--- config.mk ---
export PLATFORM = sky130hd
export DESIGN_NAME = servo_pwm_gen
export DESIGN_NICKNAME = d
export VERILOG_FILES = /design/src/rtl/servo_pkg.sv /design/src/rtl/us_tick_gen.sv /design/src/rtl/servo_pwm_gen.sv
export SDC_FILE = /design/constraint.sdc
export NUM_CORES = 1
export LEC_CHECK = 0
export ABC_AREA = 1
export CAP_MARGIN = 15
export CORE_ASPECT_RATIO = 0.5
export CORE_MARGIN = 2
export CORE_UTILIZATION = 60
export DETAILED_ROUTE_END_ITERATION = 7
export PLACE_DENSITY_LB_ADDON = 0.12
export RECOVER_POWER = 50
export SLEW_MARGIN = 10
export SYNTH_ARGS = -nofsm -noshare
export SYNTH_HDL_FRONTEND = slang
export SYNTH_SLANG_ARGS = --single-unit
--- constraint.sdc ---
create_clock -name clk_clk -period 12.05 [get_ports clk_clk]
set_input_delay 1.8075 -clock clk_clk [delete_from_list [all_inputs] [get_ports clk_clk]]
set_output_delay 1.8075 -clock clk_clk [all_outputs]
set_load 0.01 [all_outputs]
--- src/rtl/servo_pkg.sv ---
// rtl/servo_pkg.sv - shared constants and width helpers for the servo PWM generator
package servo_pkg;

  localparam int CODE_W = 8;

  function automatic int us_cnt_width(input int frame_us);
    return $clog2(frame_us);
  endfunction

  // Pulse width in microseconds; span_us is a parameter, so the product is a constant multiply.
  function automatic logic [31:0] width_us(input logic [CODE_W-1:0] pos,
                                           input int unsigned min_us,
                                           input int unsigned span_us);
    return min_us + ((32'(pos) * span_us) >> 8);
  endfunction

endpackage

--- src/rtl/us_tick_gen.sv ---
// rtl/us_tick_gen.sv - one-cycle tick every DIV clocks (microsecond timebase)
module us_tick_gen #(
  parameter int DIV = 50
) (
  input  logic clk_clk,
  input  logic reset_reset,
  output logic tick
);

  localparam int CW = (DIV > 1) ? $clog2(DIV) : 1;
  localparam logic [CW-1:0] CNT_MAX = CW'(DIV - 1);

  logic [CW-1:0] cnt;

  assign tick = (cnt == CNT_MAX);

  always_ff @(posedge clk_clk) begin
    if (reset_reset) begin
      cnt <= '0;
    end else if (tick) begin
      cnt <= '0;
    end else begin
      cnt <= cnt + 1'b1;
    end
  end

endmodule

--- src/rtl/servo_pwm_gen.sv ---
// rtl/servo_pwm_gen.sv - hobby-servo pulse train from an 8-bit position code, with per-frame slew limit
module servo_pwm_gen
  import servo_pkg::*;
#(
  parameter int CLK_HZ    = 50000000,
  parameter int FRAME_US  = 20000,
  parameter int MIN_US    = 1000,
  parameter int SPAN_US   = 1000,
  parameter int SLEW_STEP = 4,
  parameter int RESET_POS = 128
) (
  input  logic              clk_clk,
  input  logic              reset_reset,
  input  logic [CODE_W-1:0] pwm_control_export,
  input  logic              enable,
  output logic              servo_pwm,
  output logic              frame_tick,
  output logic [CODE_W-1:0] position,
  output logic              busy
);

  localparam int DIV   = CLK_HZ / 1000000;
  localparam int CNT_W = us_cnt_width(FRAME_US);
  localparam logic [CNT_W-1:0]  CNT_MAX = CNT_W'(FRAME_US - 1);
  localparam logic [CODE_W-1:0] POS_RST = CODE_W'(RESET_POS);
  localparam logic [CODE_W-1:0] STEP    = CODE_W'(SLEW_STEP);

  if (MIN_US + SPAN_US >= FRAME_US) begin : g_bad_width
    $fatal(1, "servo_pwm_gen: MIN_US + SPAN_US must be below FRAME_US");
  end
  if (CLK_HZ % 1000000 != 0) begin : g_bad_clk
    $fatal(1, "servo_pwm_gen: CLK_HZ must be a multiple of 1 MHz");
  end
  if (SLEW_STEP >= 256) begin : g_bad_slew
    $fatal(1, "servo_pwm_gen: SLEW_STEP must be below 256");
  end

  logic                 us_tick;
  logic                 frame_end;
  logic [CNT_W-1:0]     us_cnt;
  logic [CODE_W-1:0]    target;
  logic [CODE_W-1:0]    target_next;
  logic [CODE_W-1:0]    position_next;
  logic signed [CODE_W:0] diff;
  logic [CODE_W:0]      mag;
  logic [31:0]          width;

  us_tick_gen #(.DIV(DIV)) u_us_tick (
    .clk_clk     (clk_clk),
    .reset_reset (reset_reset),
    .tick        (us_tick)
  );

  assign frame_end = us_tick && (us_cnt == CNT_MAX);
  assign width     = width_us(position, MIN_US, SPAN_US);

  // The step toward the target only happens when |diff| > STEP, so position cannot wrap.
  always_comb begin
    diff          = $signed({1'b0, pwm_control_export}) - $signed({1'b0, position});
    mag           = diff[CODE_W] ? CODE_W'(0) - diff : diff;
    target_next   = target;
    position_next = position;
    if (frame_end) begin
      target_next = pwm_control_export;
      if (SLEW_STEP == 0 || mag <= {1'b0, STEP}) begin
        position_next = pwm_control_export;
      end else if (diff[CODE_W]) begin
        position_next = position - STEP;
      end else begin
        position_next = position + STEP;
      end
    end
  end

  always_ff @(posedge clk_clk) begin
    if (reset_reset) begin
      us_cnt <= '0;
    end else if (us_tick) begin
      us_cnt <= frame_end ? '0 : us_cnt + 1'b1;
    end
  end

  always_ff @(posedge clk_clk) begin
    if (reset_reset) begin
      target     <= POS_RST;
      position   <= POS_RST;
      busy       <= 1'b0;
      frame_tick <= 1'b0;
      servo_pwm  <= 1'b0;
    end else begin
      target     <= target_next;
      position   <= position_next;
      busy       <= (position_next != target_next);
      frame_tick <= frame_end;
      servo_pwm  <= enable && (32'(us_cnt) < width);
    end
  end

endmodule

==> run_results.csv, run 1 <==
group,metric,value,unit
setup_path,start_kind,"register",
synth,avgSynthCellArea,6.95,µm²
floorplanning,rows,22,
floorplanning,initial_utilization,0.615,
sta,finalMaxSlewViolations,0,
sta,setup_viol,0,
synth,synth_flop_cell,"dfxtp_1",
synth,syn-num-nets,741,
setup_path,worst-endpoint-required,12.27,ns
clocking,cts_setup_buffers,0,
setup_path,critPathCaptureType,"register",
finish,fin_area,4910,µm²
finish,nNetsFinal,763,
synth,ys_seq_area_frac,0.179,
finish,drive_gt1_frac,0.0494,
setup_path,cp.arrival,5.85,ns
synth,yosysMostFrequentCell,"nand2_1",
synth,synth_cells,645,
clocking,cts.sinks,40,
place,place.gp.congestion,0.889,
setup_path,path_max_fanout,10,
setup_path,rr_worst_depth,26,
synth,syn-cell-area,4490,µm²
sta,rsz0062_at_grt,"false",
clocking,path_clk_slew,0.06,ns
clocking,hold_buffers,0,
detailed_routing,post-route-drc-count,0,
sta,slew_headroom,0.340,
place,place_area,4770,µm²
synth,postSynth.asyncResetShare,0,
floorplanning,coreArea,7290,µm²
detailed_routing,wl,9.90,mm
floorplanning,die_x,126,µm
synth,synth_cell_types,35,
clocking,cts_tree,"yes",
synth,synth_common_cells,"nand2_1 (139), inv_1 (108), nand3_1 (69), ha_1 (63), nor2_1 (54)",
setup_path,r2r_slack,6.42,ns
place,pre_cts_ws,6.39,ns
finish,antenna_cells,0,
place,hpwlAfterDp,7.90,mm
hold_path,hold_class,"reg -> reg",
detailed_routing,ant_nets,0,
clocking,cts_buffers,5,
clocking,cts_resized,0,
setup_path,critical_path_class,"reg -> reg",
sta,hold_viol_final,0,
setup_path,cpMostUsedCell,"nand2_1",
sta,fmax,178,MHz
detailed_routing,vias,4075,
synth,ys_warn_count,0,
place,port_buffers,21,
setup_path,cpPeakStageDelay,0.58,ns
sta,fin_setup_tns,0,ns
clocking,cts_buffer_depth,2,
setup_path,cp-endpoint,"servo_pwm$_SDFF_PP0_",
floorplanning,dieArea,8230,µm²
sta,fin_skew,0.00389,ns
pwr,powerDensity,64.8,nW/µm²
detailed_routing,first_pass_iters,4,
synth,ys_seq_elements,40,
sta,min_period,5.63,ns
clocking,htree_levels,2,
finish,area_growth,9.57,%
synth,synth_top_area_share,0.179,
floorplanning,ios,22,
global_route,grt_pass1_vias,3779,
global_route,grt_max_degree,23,
setup_path,r2r_end,"servo_pwm$_SDFF_PP0_",
synth,yosys.area.top_type,"dfxtp_1",
pwr,irDropWorstVdd,0.0000416,V
synth,synth_edf_count,0,
global_route,grt_pass1_wl,16.8,mm
sta,worstMarginPinSlew,0.987,ns
setup_path,startpoint,"position[2]$_SDFF_PP0_",
setup_path,slowest_stage,"dfxtp_1",
global_route,grt_overflow_total,0,
global_route,grtUsageTotal,0.255,
setup_path,r2r-start,"position[2]$_SDFF_PP0_",
floorplanning,die_h,65.1,µm
clocking,clock_latency,0.29,ns
pwr,leakage,2.50,nW
sta,setup_ws,6.42,ns
detailed_routing,drtIter0Drc,257,
synth,synthTopCellsByArea,"dfxtp_1 (18%), ha_1 (18%), nand2_1 (12%)",
clocking,clockRootBuffer,"clkbuf_16",
global_route,antenna_found_initial,0,
detailed_routing,wl_per_cell,13.0,µm
detailed_routing,vias_per_cell,5.33,
job,cap_violations,0,
status,outcome,"complete, no violations",
sta,final.period_utilization,0.467,
==> critical path: cells and delay by family, from the launching register on <==
kind | cells | cell delay (ns)
adder cells (fa/ha/maj) | 6 | 2.46
XOR/XNOR | 3 | 0.61
AO/OA/AOI/OAI | 5 | 0.95
buffers and inverters | 2 | 0.09
AND/OR/NAND/NOR | 10 | 0.89
flip-flops | 1 | 0.58
==> state kept, by name, indices dropped and copies added, names as in the netlist <==
name           cells
us_cnt            15
servo_pwm          1
frame_tick         1
target             8
u_us_tick.cnt      6
position           8
busy               1
==> per-layer routing <==
layer / routed length, µm / share of wire / GRT usage
met5: 0 / 0 / 0
met4: 65 / 0.0066 / 0.0440
met3: 383 / 0.039 / 0.0432
met2: 4740 / 0.48 / 0.472
met1: 4710 / 0.48 / 0.321
==> kinds of logic after synthesis <==
| kind of cell | Yosys count | share of synthesized area |
|---|---|---|
| AOI/OAI and AO/OA | 63 | 0.0756 |
| xor gates and xnor gates | 23 | 0.0449 |
| adders and majority gates | 85 | 0.274 |
| buffers and inverters | 118 | 0.105 |
| DFF | 40 | 0.179 |
| and+or+nand+nor | 316 | 0.322 |
==> metrics by stage <==
step	total power, mW	utilization	hold WS [ns]	instances
floorplan	0.173	-	0.443	645
global placement	0.184	0.653	0.455	756
detailed placement	0.185	0.653	0.469	756
CTS	0.319	0.674	0.480	764
global route	0.330	0.674	0.514	764
finish	0.318	0.674	0.480	764
==> power breakdown <==
part           total (mW)  leakage (nW)  switching, mW  internal (mW)
Sequential          0.134         0.323       0.000934          0.133
Combinational      0.0476          2.10         0.0307         0.0169
Clock               0.137        0.0766         0.0551         0.0816
Total               0.318          2.50         0.0867          0.232
==> how the worst min path moves through the flow <==
stage / start / endpoint / slack [ns] / depth (start not counted)
2_1_floorplan: us_cnt[14]$_SDFFE_PP0P_ / us_cnt[14]$_SDFFE_PP0P_ / 0.44 / 1
3_5_place_dp: us_cnt[14]$_SDFFE_PP0P_ / us_cnt[14]$_SDFFE_PP0P_ / 0.47 / 1
5_1_grt: us_cnt[14]$_SDFFE_PP0P_ / us_cnt[14]$_SDFFE_PP0P_ / 0.51 / 1
6_report: us_cnt[14]$_SDFFE_PP0P_ / us_cnt[14]$_SDFFE_PP0P_ / 0.48 / 1
3_3_place_gp: us_cnt[14]$_SDFFE_PP0P_ / us_cnt[14]$_SDFFE_PP0P_ / 0.46 / 1
4_1_cts: us_cnt[14]$_SDFFE_PP0P_ / us_cnt[14]$_SDFFE_PP0P_ / 0.48 / 1
==> layout by cell type, fill, tap and decap left out, drive strengths merged, types with 11 or more instances in the layout <==
cell / synthesis / layout
a21oi: 37 / 37
dfxtp: 40 / 40
dlygate4sd3: 0 / 12
fa: 22 / 22
ha: 63 / 63
inv: 111 / 111
nand2: 149 / 149
nand3: 73 / 73
nand4: 15 / 15
nor2: 59 / 59
nor3: 11 / 11
o21ai: 19 / 19
xor2: 13 / 13
==> final cells by class <==
| cell class | instances | area, µm² |
|---|---|---|
| Inverter | 112 | 420 |
| Clock inverter | 2 | 10.0 |
| Multi-Input combinational cell | 487 | 3210 |
| Sequential cell | 40 | 801 |
| Tap cell | 96 | 120 |
| Timing Repair Buffer | 21 | 210 |
| Fill cell | 660 | 2380 |
| Clock buffer | 6 | 139 |
Power figures use the tool's default switching activity.
==> run 2: changes to the inputs <==
==> constraint.sdc (replaced) <==
create_clock -name clk_clk -period 5.5 [get_ports clk_clk]
set_input_delay 0.825 -clock clk_clk [delete_from_list [all_inputs] [get_ports clk_clk]]
set_output_delay 0.825 -clock clk_clk [all_outputs]
set_load 0.01 [all_outputs]
==> run 2 against run 1 <==
  * First-iteration DRC count down 5.4%
  * Sequential share of layout area is 0.52 points lower
  * Cell count rose by 1.2%
  * Utilization up 2.3 points
  * Critical path depth is 1 lower
  * Sequential cell count is the same
  * Largest cell class unchanged
  * Non-clock buffer count is 9 higher
  * Power up 140%
==> run_results.csv, run 2 (same netlist as run 1, synthesis figures left out) <==
group,metric,value,unit
setup_path,r2r_slack,0.30,ns
clocking,clockRootBuffer,"clkbuf_16",
place,hpwlAfterDp,7.68,mm
finish,drive_gt1_frac,0.0783,
detailed_routing,drtIter0Drc,243,
setup_path,start_kind,"register",
finish,largest_reg_flops,15,
hold_path,min_path_cells,1,
finish,reg_top3,"us_cnt x15, position x8, target x8",
sta,min_period,5.20,ns
setup_path,cp.arrival,5.42,ns
sta,final.period_utilization,0.945,
global_route,grt_max_degree,23,
job,cap_violations,0,
setup_path,worst-endpoint-required,5.72,ns
sta,slew_headroom,0.358,
hold_path,hold_start,"us_cnt[14]$_SDFFE_PP0P_",
place,dp.cells,760,
setup_path,critPathCaptureType,"register",
clocking,cts_tree,"yes",
setup_path,r2r-start,"position[2]$_SDFF_PP0_",
pwr,leakage,2.56,nW
finish,fin_area,5080,µm²
finish,area_growth,13.4,%
clocking,path_clk_slew,0.06,ns
detailed_routing,vias,4108,
clocking,cts_buffers,5,
finish,layout_commonest_cell,"nand2_1",
place,port_buffers,21,
hold_path,holdPathEnd,"us_cnt[14]$_SDFFE_PP0P_",
setup_path,r2r_end,"servo_pwm$_SDFF_PP0_",
sta,worstMarginPinSlew,0.960,ns
clocking,htree_levels,2,
pwr,powerDensity,149,nW/µm²
sta,fmax,192,MHz
place,place.gp.congestion,0.897,
detailed_routing,wl_per_cell,12.7,µm
sta,hold_slack,0.483,ns
hold_path,hold_class,"reg -> reg",
finish,antenna_cells,0,
detailed_routing,ant_nets,0,
setup_path,rr_worst_depth,25,
clocking,cts_buffer_depth,2,
floorplanning,rows,22,
detailed_routing,first_pass_iters,5,
sta,fin_skew,0.00473,ns
sta,hold_viol_final,0,
global_route,grtUsageTotal,0.252,
floorplanning,die_x,126,µm
sta,setup_viol,0,
finish,largest_register,"us_cnt",
floorplanning,die_h,65.1,µm
status,outcome,"complete, no violations",
floorplanning,coreArea,7290,µm²
sta,finalMaxSlewViolations,0,
finish,layout_common_cells,"nand2_1 (137), inv_1 (108), nand3_1 (68)",
place,place_area,4800,µm²
floorplanning,dieArea,8230,µm²
detailed_routing,post-route-drc-count,0,
floorplanning,initial_utilization,0.615,
setup_path,critical_path_class,"reg -> reg",
global_route,grt_overflow_total,0,
pwr,irDropWorstVdd,0.000110,V
clocking,clock_latency,0.29,ns
detailed_routing,wl,9.78,mm
finish,nNetsFinal,772,
global_route,antenna_found_initial,0,
floorplanning,ios,22,
global_route,grt_pass1_vias,3880,
global_route,grt_pass1_wl,16.8,mm
finish,instances_no_fill,773,
clocking,cts.sinks,40,
detailed_routing,vias_per_cell,5.31,
setup_path,path_max_fanout,4,
## run 2: cell types whose count changed in the layout (fill, tap and decap cells not counted), moves of 2 or more
cell | previous run | this run
buf_4 | 0 | 9
a21oi_4 | 0 | 2
nand2_1 | 139 | 137
a21oi_1 | 36 | 33
clkdlybuf4s50_1 | 9 | 11
ha_4 | 0 | 2
dlygate4sd3_1 | 12 | 10
nand2_2 | 10 | 12
clkinv_2 | 2 | 0
ha_1 | 63 | 61
## run 2: layout make-up
class                   count  area, µm²
flip-flops and latches     40        802
clock buffers               7        153
fillers                   628       2210
repair buffers             30        278
multi-input cells         487       3280
inverters                 112        420
well taps                  96        120
clock inverters             1       30.0
## run 2: per-layer routing
layer / track usage / up-vias / wire length, µm
li1: - / 2145 / -
met1: 0.319 / 1857 / 4600
met2: 0.451 / 90 / 4530
met3: 0.0448 / 16 / 477
met4: 0.0618 / 0 / 170
met5: 0 / - / 0
## run 2: how the worst max path moves through the flow
stage                                 startpoint                    to  slack (ns)  depth (start not counted)
final                     position[2]$_SDFF_PP0_  servo_pwm$_SDFF_PP0_        0.30                         25
after CTS                 position[0]$_SDFF_PP0_  servo_pwm$_SDFF_PP0_        0.06                         26
after global placement    position[0]$_SDFF_PP0_  servo_pwm$_SDFF_PP0_        0.28                         26
after global routing      position[2]$_SDFF_PP0_  servo_pwm$_SDFF_PP0_       -0.09                         25
after floorplan           position[2]$_SDFF_PP0_  servo_pwm$_SDFF_PP0_        0.23                         26
after detailed placement  position[0]$_SDFF_PP0_  servo_pwm$_SDFF_PP0_        0.08                         26
## run 2: metrics by stage
step	setup slack (ns)	power, mW	util	setup TNS (ns)
after global placement	0.283	0.404	0.657	0
final	0.302	0.758	0.697	0
after global routing	-0.0867	0.787	0.697	-0.0867
after floorplan	0.228	0.380	-	0
after CTS	0.0565	0.759	0.683	0
after detailed placement	0.0777	0.406	0.657	0
## run 2: critical path, cell delays in order (launching register included)
cell and delay, ns:
dfxtp_2 0.33, fa_1 0.52, xor2_1 0.18, ha_1 0.31, fa_1 0.51, inv_1 0.05
fa_1 0.50, inv_1 0.06, ha_4 0.24, a21oi_4 0.16, nand2_2 0.09, a21oi_4 0.18
o21bai_2 0.09, nand2_1 0.10, nand2_2 0.09, nand3_1 0.08, nand2_1 0.07, xnor2_1 0.32
nand4_1 0.21, xnor2_1 0.17, ha_1 0.30, a21oi_1 0.13, o21ai_0 0.09, a211oi_1 0.19
nand2_1 0.08, nor2_1 0.07
## run 2: what timing repair did
action	4_1_cts	5_1_grt
resized for setup	0	14
hold buffers	0	0
setup endpoints to repair	0	1
setup buffers	0	5
## run 2: report_power, final
group / internal [mW] / switching, mW / leakage (nW)
sequential: 0.292 / 0.00207 / 0.324
clock: 0.239 / 0.120 / 0.0901
combinational: 0.0370 / 0.0683 / 2.15
